### config.mk
export PLATFORM = sky130hd
export DESIGN_NAME = serial_pattern_detector
export DESIGN_NICKNAME = d
export VERILOG_FILES = /design/src/rtl/serial_pattern_detector.sv
export SDC_FILE = /design/constraint.sdc
export NUM_CORES = 1
export LEC_CHECK = 0
export CORE_UTILIZATION = 35
export CTS_BUF_LIST = sky130_fd_sc_hd__clkbuf_4 sky130_fd_sc_hd__clkbuf_8
export DETAILED_ROUTE_END_ITERATION = 12
export PLACE_DENSITY = 0.56
export SLEW_MARGIN = 30
export SYNTH_ARGS = -nofsm -noshare
export SYNTH_HDL_FRONTEND = slang
export SYNTH_SLANG_ARGS = --single-unit
### constraint.sdc
create_clock -name clk -period 3.1 [get_ports clk]
set_input_delay 0.31 -clock clk [delete_from_list [all_inputs] [get_ports clk]]
set_output_delay 0.31 -clock clk [all_outputs]
set_load 0.02 [all_outputs]
### src/rtl/serial_pattern_detector.sv
`default_nettype none
// ============================================================================
//  Module      : serial_pattern_detector
//  Description : Serial bit-stream pattern detector. Keeps a WIDTH-bit shift
//                history of accepted bits and detects PATTERN, with optional
//                overlapping matches. Emits a one-cycle registered detect
//                pulse per match and keeps a saturating match count.
//  Revision    : 1.0 - initial release
// ============================================================================
module serial_pattern_detector #(
    parameter int               WIDTH   = 4,
    parameter logic [WIDTH-1:0] PATTERN = 4'b1011,
    parameter int               CNT_W   = 8,
    parameter bit               OVERLAP = 1'b1
) (
    input  logic             clk,
    input  logic             rst_n,
    input  logic             i_din,
    input  logic             i_en,
    input  logic             i_clear,
    output logic [WIDTH-1:0] o_shift,
    output logic             o_filled,
    output logic             o_detect,
    output logic [CNT_W-1:0] o_count
);

    // Fill counter must represent 0..WIDTH inclusive.
    localparam int                c_FILL_W   = $clog2(WIDTH + 1);
    localparam logic [c_FILL_W-1:0] c_FILL_MAX = c_FILL_W'(WIDTH);
    localparam logic [c_FILL_W-1:0] c_FILL_ARM = c_FILL_W'(WIDTH - 1);
    localparam logic [c_FILL_W-1:0] c_FILL_ONE = c_FILL_W'(1);

    typedef enum logic [1:0] {
        S_EMPTY = 2'd0,
        S_FILL  = 2'd1,
        S_FULL  = 2'd2
    } state_t;

    state_t              r_state;
    state_t              w_state_nxt;
    logic [c_FILL_W-1:0] r_fill;
    logic [c_FILL_W-1:0] w_fill_nxt;
    logic [c_FILL_W-1:0] w_fill_inc;
    logic [WIDTH-1:0]    r_shift;
    logic [WIDTH-1:0]    w_shift_nxt;
    logic [WIDTH-1:0]    w_shift_cat;
    logic                r_detect;
    logic                w_detect_nxt;
    logic [CNT_W-1:0]    r_count;
    logic [CNT_W-1:0]    w_count_nxt;
    logic                w_hit;

    // History with the incoming bit appended; the match is judged on this.
    assign w_shift_cat = {r_shift[WIDTH-2:0], i_din};
    assign w_fill_inc  = r_fill + c_FILL_ONE;
    // The fill gate stops matches against leftover zeros after reset/clear.
    assign w_hit       = (w_shift_cat == PATTERN) && (r_fill >= c_FILL_ARM);

    // Next-state logic: clear beats enable, enable beats hold.
    always_comb begin
        w_state_nxt  = r_state;
        w_fill_nxt   = r_fill;
        w_shift_nxt  = r_shift;
        w_detect_nxt = 1'b0;
        w_count_nxt  = r_count;
        if (i_clear) begin
            w_state_nxt = S_EMPTY;
            w_fill_nxt  = '0;
            w_shift_nxt = '0;
            w_count_nxt = '0;
        end else if (i_en) begin
            w_shift_nxt = w_shift_cat;
            case (r_state)
                S_EMPTY: begin
                    w_fill_nxt  = c_FILL_ONE;
                    w_state_nxt = (WIDTH == 1) ? S_FULL : S_FILL;
                end
                S_FILL: begin
                    w_fill_nxt = w_fill_inc;
                    if (w_fill_inc == c_FILL_MAX) begin
                        w_state_nxt = S_FULL;
                    end
                end
                S_FULL: begin
                    w_fill_nxt  = c_FILL_MAX;
                    w_state_nxt = S_FULL;
                end
                default: begin
                    w_fill_nxt  = '0;
                    w_state_nxt = S_EMPTY;
                end
            endcase
            if (w_hit) begin
                w_detect_nxt = 1'b1;
                if (r_count != {CNT_W{1'b1}}) begin
                    w_count_nxt = r_count + 1'b1;
                end
                // Non-overlapping mode: the history must refill completely.
                if (!OVERLAP) begin
                    w_fill_nxt  = '0;
                    w_state_nxt = S_EMPTY;
                end
            end
        end
    end

    // State registers with asynchronous active-low reset.
    always_ff @(posedge clk or negedge rst_n) begin
        if (!rst_n) begin
            r_state  <= S_EMPTY;
            r_fill   <= '0;
            r_shift  <= '0;
            r_detect <= 1'b0;
            r_count  <= '0;
        end else begin
            r_state  <= w_state_nxt;
            r_fill   <= w_fill_nxt;
            r_shift  <= w_shift_nxt;
            r_detect <= w_detect_nxt;
            r_count  <= w_count_nxt;
        end
    end

    assign o_shift  = r_shift;
    assign o_filled = (r_state == S_FULL);
    assign o_detect = r_detect;
    assign o_count  = r_count;

endmodule
`default_nettype wire

* Yosys cells after proc, flatten, opt, wreduce, memory -nomap -nowiden
Index checks and enable logic that the tools add are counted.
** Operators by class
- Multipliers :: 0
- Reduce and logical (&&, ||, !) cells :: 7
- Equality and inequality tests :: 6
- Div/mod/pow operators :: 0
- Magnitude comparators :: 1
- Multiplexer cells :: 16
- Shift-type cells :: 0
- Add/sub/neg operators :: 2
- Bitwise operators :: 0
** Operators by type and width (number)
- $mux W8 :: 4
- $pmux W3 S3 :: 1
- $add A8 B1 Y8 const B :: 1
- $mux W4 :: 2
- $ne A8 B8 Y1 const B :: 1
- $mux W2 :: 3
- $mux W3 :: 2
- $pmux W2 S3 :: 1
- $reduce_bool A2 Y1 :: 3
- $eq A4 B4 Y1 const B :: 1
- $add A3 B1 Y3 const B :: 1
- $eq A3 B3 Y1 const B :: 1
- $ge A3 B2 Y1 const B :: 1
- $mux W1 :: 3
- $ne A3 B3 Y1 const B :: 1
- $reduce_and A3 Y1 :: 1
- $eq A2 B1 Y1 const B :: 1
- $eq A2 B2 Y1 const B :: 1
- $logic_not A2 Y1 :: 1
- $reduce_and A2 Y1 :: 1
- $logic_and A1 B1 Y1 :: 1
** Storage, ports and cells
- RAM bits :: 0
- Memory bits (read-only) :: 0
- Memories :: 0
- Bits in registers :: 18
- Logic and storage cells :: 37
- Bits in latches :: 0

* Logic depth before layout (Yosys ltp)
Gate-level depths: netlist (run 1).
- Depth after elaboration :: 6
- Depth in mapped cells :: 7
- Mapped depth without buffers :: 6

* Worst setup path before layout (run 1)
Ideal clock, no wire load.
- Kind :: register -> register
- From :: register r_fill[0]
- To :: register r_count[4] (netlist: o_count[4])
- Buffers on the path :: 1
- Period minus slack after synthesis :: 1.859 ns
- Data arrival time :: 1.781 ns
- Slack :: 1.241 ns
- Library setup time :: 0.078 ns
- Stages on the path, launching flop included :: 8
- Data required time :: 3.022 ns
- Path through :: dfrtp_1 -> ha_1 -> ha_1 -> a211oi_1 -> or3_4 -> buf_6 -> or4_1 -> a21oi_1
** Between the ends
- Word-level cells in the longest chain between the ends :: 4
** RTL lines
- start: declaration :: line 41 : logic [c_FILL_W-1:0] r_fill;
- start signal: assignment :: line 117 : r_fill <= w_fill_nxt;
- $ge A3 B2 Y1 :: line 57 : assign w_hit = (w_shift_cat == PATTERN) && (r_fill >= c_FILL_ARM);
- $logic_and A1 B1 Y1 :: line 57
- $reduce_bool A2 Y1 (no line)
- $reduce_and A3 Y1 (no line)
- end signal: assignment :: line 120 : r_count <= w_count_nxt;
- end: declaration :: line 49 : logic [CNT_W-1:0] r_count;
Every way passes these cells.
A chain may end at the register's enable or synchronous reset.

* Worst setup path after layout (run 1)
- From :: input port i_en
- To :: register r_count[5] (netlist: o_count[5])
** Between the ends
- Word-level cells in the longest chain between the ends :: 2
** RTL lines
- start: declaration :: line 19 : input logic i_en,
- $reduce_bool A2 Y1 (no line)
- $reduce_and A3 Y1 (no line)
Every way passes these cells.

==> load_flow_metrics.sql, run 1 <==
INSERT INTO impl_metrics (metric_group, metric, value, unit) VALUES
('worst_setup_path', 'worst_setup_path_end_kind', 'register', ''),
('sta', 'fin_hold_ws', '0.458', 'ns'),
('sta', 'slew_headroom', '52.2', '%'),
('power_and_ir_drop', 'static-leakage-power', '0.518', 'nW'),
('synth', 'syn_area_per_cell', '10.0', 'µm²'),
('worst_setup_path', 'r2r_slack', '1.08', 'ns'),
('synth', 'synth_top_cell_area_share', '45.5', '%'),
('placed_design', 'place.detailed.hpwl', '1370', 'µm'),
('drt', 'drc', '0', ''),
('floorplanning', 'dieWidth', '55.2', 'µm'),
('power_and_ir_drop', 'share_seq_of_total_power', '54.8', '%'),
('drt', 'ant_nets', '0', ''),
('synth', 'ys_top_cells_by_area', 'sky130_fd_sc_hd__dfrtp_1, sky130_fd_sc_hd__ha_1, sky130_fd_sc_hd__mux2i_1', ''),
('sta', 'fin_crit', '2.03', 'ns'),
('placed_design', 'dpl_ws', '0.748', 'ns'),
('layout', 'top_library_cells_by_usage_in_the_layout_fill_and_taps_aside', 'sky130_fd_sc_hd__dfrtp_1, sky130_fd_sc_hd__clkdlybuf4s50_1, sky130_fd_sc_hd__nor2_1, sky130_fd_sc_hd__a21oi_1, sky130_fd_sc_hd__ha_1', ''),
('worst_setup_path', 'critPathArrivalTime', '2.25', 'ns'),
('layout', 'layout_cell_share_with_drive_strength_beyond_1', '5.93', '%'),
('grt', 'vias_in_the_first_global_route', '714', ''),
('sta', 'fin_skew', '0.0122', 'ns'),
('power_and_ir_drop', 'power_frac_comb', '12.7', '%'),
('floorplanning', 'number_of_core_rows', '18', ''),
('synth', 'mappedNetlistNets', '112', ''),
('layout', 'final_nets', '132', ''),
('power_and_ir_drop', 'net_switching_power', '0.119', 'mW'),
('worst_setup_path', 'r2r_cells', '6', ''),
('synth', 'synth.ff_latch_count', '18', ''),
('layout', 'utilization', '47.5', '%'),
('outcome', 'status', 'complete, no violations', ''),
('floorplanning', 'core_region_area', '0.00257', 'mm²'),
('clock_network', 'clk_pin_slew', '0.11', 'ns'),
('drt', 'route.detailed.wl_per_inst', '13.6', 'µm'),
('clock_network', 'postCtsSetupBuffers', '0', ''),
('sta', 'max_frequency', '0.493', 'GHz'),
('clock_network', 'clk_path_buf_depth', '2', ''),
('grt', 'grt_antenna_before_repair', '0', ''),
('sta', 'setup_viol', '0', ''),
('sta', 'hold_viol', '0', ''),
('drt', 'drt-total-wl', '2010', 'µm'),
('floorplanning', 'floorplan.die.height', '55.2', 'µm'),
('grt', 'grtUsageTotal', '15.7', '%'),
('synth', 'post_synthesis_sequential_area_ratio', '45.5', '%'),
('drt', 'detail_route.iter0.violations', '27', ''),
('grt', 'grt_first_pass_wirelength', '3270', 'µm'),
('worst_setup_path', 'worstSetupPathType', 'primary input to register', ''),
('power_and_ir_drop', 'ir_worst_vdd', '253', 'µV'),
('layout', 'layout.cells.most_common', 'sky130_fd_sc_hd__dfrtp_1', ''),
('synth', 'ys.warnings.count', '0', ''),
('sta', 'grt_setup_unrepaired', 'no', ''),
('power_and_ir_drop', 'part_of_the_power_in_the_clock_network', '32.5', '%'),
('clock_network', 'cts_num_sinks', '18', ''),
('floorplanning', 'floorplan.die_area', '0.00304', 'mm²'),
('power_and_ir_drop', 'power-per-cell-area', '375', 'mW/mm²'),
('drt', 'viasPerCell', '5.47', ''),
('min_path', 'min-delay-path-class', 'primary input to asynchronous set/reset pin', ''),
('drt', 'via_count', '810', ''),
('synth', 'synth_cells', '99', ''),
('grt', 'gr-total-overflow', '0', ''),
('clock_network', 'cts_repair_resize_count', '0', ''),
('sta', 'final_max_slew_viol_count', '0', ''),
('synth', 'synth_area', '990', 'µm²'),
('placed_design', 'port_buffers', '18', ''),
('drt', 'drt_pass1_iterations', '4', ''),
('worst_setup_path', 'startpoint_type', 'primary input', ''),
('synth', 'synth.largest_area_cell', 'sky130_fd_sc_hd__dfrtp_1', ''),
('clock_network', 'cts_htree_levels', '1', ''),
('sta', 'timing.setup.tns', '0', 'ns'),
('clock_network', 'tritoncts_clock_tree', 'yes', ''),
('layout', 'area_growth_syn_to_layout', '23.1', '%'),
('worst_setup_path', 'critical_path_required', '3.32', 'ns'),
('clock_network', 'cts_buffers', '3', '');
==> per-layer routing <==
layer  GRT usage (%)  wire (µm)  vias to the layer above  part of all wire, %
met1            21.9        989                      377                   49
met4            3.75         12                        0                 0.60
li1                -          -                      397                    -
met5               0          0                        -                    0
met3            6.28        153                        2                  7.6
met2            22.7        853                       34                   42
==> cell usage after synthesis, drive strengths merged <==
| library cell | count |
|---|---|
| ha | 8 |
| o21ai | 3 |
| dfrtp | 18 |
| mux2i | 6 |
| o41ai | 1 |
| nor2 | 12 |
| a21oi | 9 |
| inv | 6 |
| or4 | 4 |
| nand4 | 2 |
| o31ai | 3 |
| nand2 | 5 |
| nor4 | 2 |
| and2 | 1 |
| nand3b | 1 |
| nor3 | 3 |
| clkbuf | 1 |
| nand2b | 2 |
| a31oi | 1 |
| a32oi | 1 |
| buf | 3 |
| and4b | 1 |
| nand3 | 2 |
| a211oi | 2 |
| or3 | 2 |
==> flip-flops by register name, indices dropped and copies added, names as in the netlist <==
register  count
r_fill        3
o_count       8
r_state       2
o_shift       4
o_detect      1
==> worst max-delay path by stage <==
| stage | start | end | slack (ns) | depth (start not counted) |
|---|---|---|---|---|
| 3_5_place_dp | i_en | o_count[5] | 0.75 | 5 |
| 4_1_cts | i_en | o_count[5] | 1.07 | 5 |
| 6_report | i_en | o_count[5] | 1.07 | 5 |
| 3_3_place_gp | i_en | o_count[5] | 0.82 | 5 |
| 5_1_grt | r_fill[0] | o_count[5] | 1.02 | 6 |
| 2_1_floorplan | r_fill[0] | o_count[4] | 1.24 | 7 |
==> stage by stage <==
stage / instances / cell area, µm²
finish: 148 / 1220
global placement: 143 / 1180
global route: 148 / 1220
CTS: 147 / 1210
floorplan: 99 / 990
detailed placement: 143 / 1180
==> power groups by stage <==
stage / Combinational (mW) / Clock [mW] / Sequential [mW]
6_report: 0.0579 / 0.149 / 0.251
5_1_grt: 0.0667 / 0.163 / 0.252
4_1_cts: 0.0585 / 0.153 / 0.250
3_5_place_dp: 0.0585 / 0 / 0.255
3_3_place_gp: 0.0579 / 0 / 0.255
2_1_floorplan: 0.0367 / 0 / 0.255
==> final cells by class <==
| cell class | instances | area (µm²) |
|---|---|---|
| Multi-Input combinational cell | 71 | 487 |
| Inverter | 6 | 22.5 |
| Clock buffer | 4 | 36.3 |
| Sequential cell | 18 | 450 |
| Timing Repair Buffer | 19 | 185 |
| Tap cell | 30 | 37.5 |
| Fill cell | 251 | 1350 |
==> critical path: stages <==
cell and delay (ns):
sky130_fd_sc_hd__clkdlybuf4s50_1 0.70, sky130_fd_sc_hd__nand2_4 0.08, sky130_fd_sc_hd__or3_4 0.47, sky130_fd_sc_hd__or4_1 0.53, sky130_fd_sc_hd__a21oi_1 0.16
==> timing repair <==
action                                  CTS  global route
hold buffers                              0             1
hold endpoints to repair                  0            18
endpoints found under the setup margin    0             0
==> kinds of logic (layout without fill, tap and decap cells) <==
family	Yosys count	count (layout)	share of synthesized area, %
AO/OA/AOI/OAI	20	20	12.3
flip-flops	18	18	45.5
multiplexers	6	6	6.07
AND/OR/NAND/NOR	37	37	20.7
buffers and inverters	10	29	5.31
adder cells (fa/ha/maj)	8	8	10.1
Power figures use the tool's default switching activity.
==> run 2, diff against run 1 <==
clock period = 1.9 ns   (was 3.1 ns; I/O delays follow)
==> load_flow_metrics.sql, run 2 (synthesized netlist as in run 1, its figures left out) <==
INSERT INTO impl_metrics (metric_group, metric, value, unit) VALUES
('outcome', 'status', 'complete, no violations', ''),
('floorplanning', 'number_of_core_rows', '18', ''),
('drt', 'via_count', '840', ''),
('layout', 'area_growth_syn_to_layout', '32.6', '%'),
('grt', 'gr-total-overflow', '0', ''),
('drt', 'drt-total-wl', '2080', 'µm'),
('sta', 'fin_crit', '1.82', 'ns'),
('placed_design', 'place.detailed.hpwl', '1480', 'µm'),
('grt', 'vias_in_the_first_global_route', '812', ''),
('clock_network', 'cts_buffers', '3', ''),
('min_path', 'min-delay-path-class', 'primary input to asynchronous set/reset pin', ''),
('layout', 'final_nets', '140', ''),
('layout', 'layout_cell_share_with_drive_strength_beyond_1', '16.0', '%'),
('drt', 'detail_route.iter0.violations', '21', ''),
('floorplanning', 'initial_core_util', '38.5', '%'),
('worst_setup_path', 'r2r_slack', '0.08', 'ns'),
('sta', 'max_frequency', '0.548', 'GHz'),
('worst_setup_path', 'setup.worst_path.start', 'r_fill[1]', ''),
('layout', 'fin_cells', '155', ''),
('sta', 'worst_slack', '0.0758', 'ns'),
('clock_network', 'cts_htree_levels', '1', ''),
('floorplanning', 'floorplan.die_area', '0.00304', 'mm²'),
('placed_design', 'dpl_ws', '-0.0286', 'ns'),
('placed_design', 'routabilityCongestion', '0.772', ''),
('worst_setup_path', 'r2r-end', 'o_count[5]', ''),
('layout', 'top_library_cells_by_usage_in_the_layout_fill_and_taps_aside', 'sky130_fd_sc_hd__clkdlybuf4s50_1, sky130_fd_sc_hd__dfrtp_1, sky130_fd_sc_hd__nor2_1, sky130_fd_sc_hd__buf_4, sky130_fd_sc_hd__a21oi_1', ''),
('drt', 'drc', '0', ''),
('clock_network', 'worstSkewPairLatency', '0.29', 'ns'),
('run', 'drv.max_cap_violation_count', '0', ''),
('grt', 'grt_first_pass_wirelength', '3560', 'µm'),
('worst_setup_path', 'worst_setup_path_end_kind', 'register', ''),
('worst_setup_path', 'critPathArrivalTime', '2.06', 'ns'),
('clock_network', 'cts-hold-fix-buffers', '0', ''),
('grt', 'grt_start_max_net_pins', '19', ''),
('clock_network', 'tritoncts_clock_tree', 'yes', ''),
('floorplanning', 'core_region_area', '0.00257', 'mm²'),
('worst_setup_path', 'crit_end', 'o_count[5]', ''),
('worst_setup_path', 'critical_path_required', '2.13', 'ns'),
('worst_setup_path', 'crit_path_max_fanout', '7', ''),
('sta', 'timing.setup.tns', '0', 'ns'),
('worst_setup_path', 'worstSetupPathType', 'register to register', ''),
('placed_design', 'placedCellCount', '150', ''),
('sta', 'grt_setup_unrepaired', 'no', ''),
('sta', 'timing.final.crit_share', '96.0', '%'),
('power_and_ir_drop', 'static-leakage-power', '0.553', 'nW'),
('clock_network', 'cts-root-buf', 'sky130_fd_sc_hd__clkbuf_4', ''),
('sta', 'timing_worst_slew_pin_value', '0.592', 'ns'),
('floorplanning', 'floorplan.die.height', '55.2', 'µm'),
('power_and_ir_drop', 'ir_worst_vdd', '510', 'µV'),
('worst_setup_path', 'timing.rr.start', 'r_fill[1]', ''),
('drt', 'drt_pass1_iterations', '4', ''),
('drt', 'viasPerCell', '5.42', ''),
('drt', 'ant_nets', '0', ''),
('grt', 'grt_antenna_before_repair', '0', ''),
('clock_network', 'cts_num_sinks', '18', ''),
('sta', 'final_max_slew_viol_count', '0', ''),
('worst_setup_path', 'r2r_cells', '6', ''),
('layout', 'antenna_cells_inserted', '0', ''),
('grt', 'grtUsageTotal', '17.0', '%'),
('clock_network', 'clk_pin_slew', '0.11', 'ns'),
('placed_design', 'port_buffers', '18', ''),
('layout', 'number_of_flip_flops_under_the_largest_register_name', '8', ''),
('worst_setup_path', 'startpoint_type', 'register', ''),
('sta', 'hold_viol', '0', ''),
('drt', 'route.detailed.wl_per_inst', '13.4', 'µm'),
('clock_network', 'clk_path_buf_depth', '2', ''),
('power_and_ir_drop', 'power-per-cell-area', '542', 'mW/mm²'),
('floorplanning', 'num_io_pins', '19', ''),
('sta', 'setup_viol', '0', ''),
('sta', 'slew_headroom', '60.4', '%'),
('sta', 'fin_skew', '0.00677', 'ns'),
('floorplanning', 'dieWidth', '55.2', 'µm');
run 2: changes by cell type in the layout (fill, tap and decap cells not counted), moves of 2 or more:
cell,before,now
sky130_fd_sc_hd__a21oi_1,9,7
sky130_fd_sc_hd__a21oi_2,0,2
sky130_fd_sc_hd__buf_4,0,8
sky130_fd_sc_hd__ha_1,8,6
sky130_fd_sc_hd__ha_4,0,2
run 2: cell type report:
| type | instances | area (µm²) |
|---|---|---|
| sequential | 18 | 450 |
| clock buffer | 3 | 22.5 |
| fill | 254 | 1250 |
| inverter | 6 | 22.5 |
| multi-input combinational | 71 | 528 |
| timing repair buffer | 27 | 251 |
| tap | 30 | 37.5 |
run 2: layer usage:
layer	share of wire [%]	global-route usage, %	up-vias
met5	0	0	-
met4	0.96	5.00	0
met3	4.5	5.74	2
met2	45	26.5	27
met1	49	22.1	400
li1	-	-	411
run 2: timing repair:
item                       CTS  global route
cloned                       0             0
gates resized for setup      0             9
setup endpoints to repair    1             6
setup buffers                1             1
run 2: worst min path at each step:
stage | end | startpoint | slack (ns) | cells past startpoint
2_1_floorplan | o_count[0] | rst_n | -0.11 | 0
3_3_place_gp | o_shift[3] | o_shift[3] | 0.51 | 2
3_5_place_dp | o_shift[3] | o_shift[3] | 0.53 | 2
4_1_cts | r_fill[1] | rst_n | 0.22 | 2
5_1_grt | r_fill[1] | rst_n | 0.23 | 2
6_report | o_detect | rst_n | 0.22 | 2
run 2: worst max-delay path, stage by stage (launching register included):
cell,delay [ns]
sky130_fd_sc_hd__dfrtp_1,0.40
sky130_fd_sc_hd__ha_4,0.16
sky130_fd_sc_hd__ha_4,0.11
sky130_fd_sc_hd__a211oi_1,0.05
sky130_fd_sc_hd__or3_4,0.38
sky130_fd_sc_hd__or4_4,0.52
sky130_fd_sc_hd__a21oi_2,0.14
run 2: per-stage QoR:
step / hold slack (ns) / utilization, % / instance area (µm²) / power (mW)
after CTS: 0.222 / 49.1 / 1260 / 0.718
after floorplan: -0.106 / - / 990 / 0.475
after global routing: 0.232 / 51.1 / 1310 / 0.758
after detailed placement: 0.534 / 47.9 / 1230 / 0.521
after global placement: 0.509 / 47.9 / 1230 / 0.519
final: 0.219 / 51.1 / 1310 / 0.711
run 2: power by group:
group	total (mW)	internal, mW	switching, mW
registers	0.408	0.395	0.0132
logic	0.110	0.0502	0.0602
clock network	0.193	0.0738	0.119
total	0.711	0.519	0.192
